`src/rtl/div_hilo_controller.sv`:
```
// div_hilo_controller: multicycle wrapper around a combinational signed divider.
// Registers operands onto the divider inputs, waits SETTLE_CYCLES clocks,
// then captures quotient into LO and remainder into HI. Divide-by-zero and the
// most-negative / -1 overflow case are resolved directly without the divider.
module div_hilo_controller #(
  parameter int unsigned WIDTH         = 32,
  parameter int unsigned SETTLE_CYCLES = 4
) (
  input  logic             clk,
  input  logic             clr,
  input  logic             start,
  input  logic [WIDTH-1:0] dividend_in,
  input  logic [WIDTH-1:0] divisor_in,
  output logic [WIDTH-1:0] div_dividend,
  output logic [WIDTH-1:0] div_divisor,
  input  logic [WIDTH-1:0] div_quotient,
  input  logic [WIDTH-1:0] div_remainder,
  output logic             busy,
  output logic             done,
  output logic             div_by_zero,
  output logic             overflow,
  output logic [WIDTH-1:0] hi,
  output logic [WIDTH-1:0] lo
);

  typedef enum logic [1:0] {
    S_IDLE = 2'd0,
    S_WAIT = 2'd1,
    S_DONE = 2'd2
  } state_t;

  localparam logic [WIDTH-1:0] MOST_NEG = {1'b1, {(WIDTH-1){1'b0}}};
  localparam logic [3:0]       CNT_INIT = 4'(SETTLE_CYCLES - 1);

  state_t             state_q;
  logic [3:0]         cnt_q;
  logic [WIDTH-1:0]   dividend_q;
  logic [WIDTH-1:0]   divisor_q;
  logic [WIDTH-1:0]   hi_q;
  logic [WIDTH-1:0]   lo_q;
  logic               busy_q;
  logic               done_q;
  logic               dbz_q;
  logic               ovf_q;

  logic               is_zero_div;
  logic               is_overflow;

  // Special-case detection on the incoming operands.
  always_comb begin
    is_zero_div = (divisor_in == '0);
    is_overflow = (dividend_in == MOST_NEG) && (divisor_in == '1);
  end

  // Control FSM with registered busy/done and HI/LO/flag capture.
  always_ff @(posedge clk) begin
    if (clr) begin
      state_q    <= S_IDLE;
      cnt_q      <= '0;
      dividend_q <= '0;
      divisor_q  <= '0;
      hi_q       <= '0;
      lo_q       <= '0;
      busy_q     <= 1'b0;
      done_q     <= 1'b0;
      dbz_q      <= 1'b0;
      ovf_q      <= 1'b0;
    end else begin
      case (state_q)
        S_IDLE: begin
          done_q <= 1'b0;
          busy_q <= 1'b0;
          if (start) begin
            dividend_q <= dividend_in;
            divisor_q  <= divisor_in;
            if (is_zero_div) begin
              hi_q    <= dividend_in;
              lo_q    <= '1;
              dbz_q   <= 1'b1;
              ovf_q   <= 1'b0;
              done_q  <= 1'b1;
              state_q <= S_DONE;
            end else if (is_overflow) begin
              hi_q    <= '0;
              lo_q    <= MOST_NEG;
              dbz_q   <= 1'b0;
              ovf_q   <= 1'b1;
              done_q  <= 1'b1;
              state_q <= S_DONE;
            end else begin
              cnt_q   <= CNT_INIT;
              busy_q  <= 1'b1;
              state_q <= S_WAIT;
            end
          end
        end
        S_WAIT: begin
          if (cnt_q != '0) begin
            cnt_q <= cnt_q - 4'd1;
          end else begin
            lo_q    <= div_quotient;
            hi_q    <= div_remainder;
            dbz_q   <= 1'b0;
            ovf_q   <= 1'b0;
            busy_q  <= 1'b0;
            done_q  <= 1'b1;
            state_q <= S_DONE;
          end
        end
        S_DONE: begin
          done_q  <= 1'b0;
          state_q <= S_IDLE;
        end
        default: begin
          busy_q  <= 1'b0;
          done_q  <= 1'b0;
          state_q <= S_IDLE;
        end
      endcase
    end
  end

  // Drive outputs straight from the registers.
  always_comb begin
    div_dividend = dividend_q;
    div_divisor  = divisor_q;
    hi           = hi_q;
    lo           = lo_q;
    busy         = busy_q;
    done         = done_q;
    div_by_zero  = dbz_q;
    overflow     = ovf_q;
  end

endmodule

```
`config.mk`:
```
export PLATFORM = sky130hd
export DESIGN_NAME = div_hilo_controller
export DESIGN_NICKNAME = d
export VERILOG_FILES = /design/src/rtl/div_hilo_controller.sv
export SDC_FILE = /design/constraint.sdc
export NUM_CORES = 1
export LEC_CHECK = 0
export ABC_AREA = 1
export CORE_ASPECT_RATIO = 1.25
export CORE_UTILIZATION = 44
export CTS_BUF_LIST = sky130_fd_sc_hd__clkbuf_4 sky130_fd_sc_hd__clkbuf_8
export DETAILED_ROUTE_END_ITERATION = 10
export PLACE_DENSITY = 0.84
export SLEW_MARGIN = 20
export SYNTH_ARGS = -nofsm -noshare
export SYNTH_HDL_FRONTEND = slang
export SYNTH_SLANG_ARGS = --single-unit
export TNS_END_PERCENT = 30
```
`constraint.sdc`:
```
create_clock -name clk -period 2 [get_ports clk]
set_input_delay 0.4 -clock clk [delete_from_list [all_inputs] [get_ports clk]]
set_output_delay 0.4 -clock clk [all_outputs]
set_load 0.05 [all_outputs]
```
==> metrics.md <==
| Metric | Value |
|---|---|
| Tcrit/Tclk final | a little over nine tenths |
| First-pass GRT wire length | between 30,000 and 40,000 um |
| GPL Wtd Cong | just under 0.9 |
| Final nets | ~1,400 |
| Synthesized area per cell | 6.32 sq um |
| CTS Sinks | roughly 140 |
| Synth warn | 0 |
| Final instance area | 0.00995 sq mm |
| Worst EP required | approximately 2.4 ns |
| #FFs+latches synth | 138 |
| Critical path fanouts, max | 15 |
| Core ar. | 0.0139 sq mm |
| Max Cap Violations | 0 |
| Placed Instance Area | 0.00963 sq mm |
| PD cells | about 1100 mW/mm^2 |
| Number of global-route vias before repair | between 6,000 and 7,000 |
| Clock-pin slew on the worst setup and hold paths | roughly 0.080 ns |
| Drt wl/cell | ~14 um |
| R2r setup slk | between 0.1 and 0.15 ns |
| Worst min path class | flip-flop to flip-flop |
| Crit path kind | input pin to flip-flop |
| Routed Antenna Nets | 0 |
| Post-layout min period | between 1.5 and 2 ns |
| Crit path max-delay family | simple AND/OR/NAND/NOR gates |
| Vias | 7,280 |
| Largest net degree at the start of global routing | 64 |
| CTS tree | yes |
| HPWL after DPL | around 16,000 um |
| Reg-to-reg critical path startpoint | cnt_q[0] |
| Hold Fails Final Rpt | 0 |
| Seq/Total Area, Yosys | 43.8% |
| Commonest non-fill, non-tap cell in the layout | nor2_1 |
| Worst Path Buf+Inv | 4 |
| Synth Net Count | between 1,000 and 1,500 |
| GRT overflow | 0 |
| Worst vdd ir | around 700 uV |
| Clock Skew | ~0.014 ns |
| CTS Buf Count | 17 |
| Hold Path Depth | 2 |
| Max Fclk | between 500 and 600 MHz |
| Worst Setup End Kind | flip-flop |
| Crit path cell chain | clkdlybuf4s50_1 -> nand2_1 -> inv_1 -> nand2_1 -> nor2_1 -> nand2_1 -> nor2_1 -> nand2_1 -> nand3_4 -> nand2_4 -> inv_4 -> clkbuf_16 -> nor2_1 -> nor2_1 |
| Die area | about 0.015 sq mm |
| Pre-antenna DRT Iters | 6 |
| DRC | 0 |
| R2R cell count | 13 |
| Die height | 136 um |
| Setup WS pre-CTS | -0.393 ns |
| Worst Tran Pin Value | roughly 0.56 ns |
| GRT Overall Usage | between 20% and 30% |
| Hold-fix buffers, CTS | 0 |
| Most frequent cells in the layout | nor2_1 (308), nand2_1 (251), dfxtp_1 (137) |
| Synth cell types | 24 |
| Pins Over Slew Limit | 0 |
| Hold Path End | lo[31] |
| Layout area overhead | 57.7% |
| Initial antenna violation count | 0 |
| Cell area after synthesis | about 0.0063 sq mm |
| Initial Utilization | a little under half |
| Clk Latency, worst-skew pair | approximately 0.45 ns |
| Die Width | 109 um |
| Setup Viol. Count Final | 0 |
| Bufs on Longest Clock Path | 2 |
| LEAKAGE | 5.21 nW |
| Initial DRC Count | 390 |
| Cells after Synth | ~1,000 |
| Clk root buf | clkbuf_8 |
| Share of cells above drive strength 1 | 10.9% |
| Worst setup margin | about 0.09 ns |
| Status | completed |
| Input/output buffers | around 260 |
| Slew margin rel. | 63.0% |
| Vias per cell | just under 5 |
| Top Ports | roughly 260 |
| CP arrival | approximately 2.3 ns |
| Worst setup SP type | input pin |
| Min-delay src | lo[31] |
| H-tree Lvls | 4 |
| Reg-to-Reg End | hi[19] |
| Crit path max-delay cell type | clkdlybuf4s50_1 |
| Row cnt | 48 |
| # diodes | 0 |
| Slowest stage delay, CP | 0.53 ns |
| Total wire length | about 21,000 um |
==> report_power, final <==
part	switching [W]	internal (W)	leakage, nW	total (W)
registers	0.000270	0.00329	1.14	0.00356
logic	0.00342	0.00152	3.90	0.00494
clock network	0.00114	0.00103	0.178	0.00218
==> synthesized netlist by cell type <==
cell / instances / area, sq um
nor2_1: 310 / 1160
nand2_1: 253 / 950
dfxtp_1: 138 / 2760
o21ai_0: 97 / 485
inv_1: 62 / 233
nand3_1: 42 / 210
clkbuf_1: 35 / 131
a21oi_1: 12 / 60.1
buf_2: 12 / 60.1
nand4_1: 12 / 75.1
buf_4: 6 / 45.0
inv_2: 3 / 11.3
nor2_2: 3 / 18.8
ha_1: 2 / 25.0
nand2_4: 2 / 22.5
a31oi_1: 1 / 6.26
and2_1: 1 / 6.26
buf_1: 1 / 3.75
buf_6: 1 / 11.3
clkinv_1: 1 / 3.75
nor3_1: 1 / 5.00
nor4_1: 1 / 6.26
o31ai_1: 1 / 7.51
xnor2_1: 1 / 8.76
==> flip-flops by register name, summed over array words and instances (netlist names) <==
signal,count
hi,32
overflow,1
lo,32
div_divisor,32
div_dividend,32
div_by_zero,1
state_q,2
cnt_q,4
done,1
busy,1
==> tightest hold or removal path: stages, from the launching register on <==
cell and delay (ns):
dfxtp_1 0.32, nor2_1 0.04, nor2_1 0.07
==> layer usage <==
metal | wire length (um) | global-route usage [%] | up-vias | part of all wire (%)
met5 | 0 | 0 | - | 0
met4 | 691 | 13.2 | 0 | 3.2
met1 | 8550 | 32.9 | 3226 | 40
met2 | 10400 | 48.0 | 277 | 49
met3 | 1810 | 9.01 | 49 | 8.4
li1 | - | - | 3728 | -
==> through the flow <==
step                      hold slack [ns]  total power [W]  TNS (ns)  utilization (%)  std cells
after floorplan                     0.469          0.00688         0                -        998
after global placement              0.451          0.00868    -21.87             69.1       1464
after detailed placement            0.459          0.00876    -24.27             69.1       1464
after CTS                           0.477           0.0106         0             70.8       1496
after global routing                0.495           0.0113   -0.0157             71.4       1499
final                               0.477           0.0107         0             71.4       1499
==> final cells by class <==
class,instances,area [sq um]
clock buffer,19,255
clock inverter,13,118
fill,1193,3980
inverter,66,251
multi-input combinational,740,3100
sequential,138,2760
tap,175,219
timing repair buffer,348,3250
==> how the worst max path moves through the flow <==
stage / endpoint / cells after the start / slack, ns / startpoint
floorplan: lo[10] / 13 / 0.31 / cnt_q[0]
global placement: lo[3] / 12 / -0.35 / dividend_in[16]
detailed placement: lo[23] / 11 / -0.39 / divisor_in[23]
CTS: hi[18] / 1 / 0.0004 / hi[18]
global route: hi[19] / 14 / -0.02 / divisor_in[10]
finish: hi[19] / 14 / 0.09 / divisor_in[10]
==> repair_timing <==
item                       4_1_cts  5_1_grt
buffers inserted                 0        1
gates cloned                     0        2
setup endpoints to repair      135       69
pin swaps                        0        2
resized for setup              122       17
==> logic make-up after synthesis <==
kind of cell | Yosys count | share of synthesized area [%]
compound gates | 111 | 8.86
flops | 138 | 43.8
xor+xnor | 1 | 0.139
fa+ha+maj | 2 | 0.396
buf+inv | 121 | 7.91
simple gates | 625 | 38.9
(Power assumes the default switching activity.)
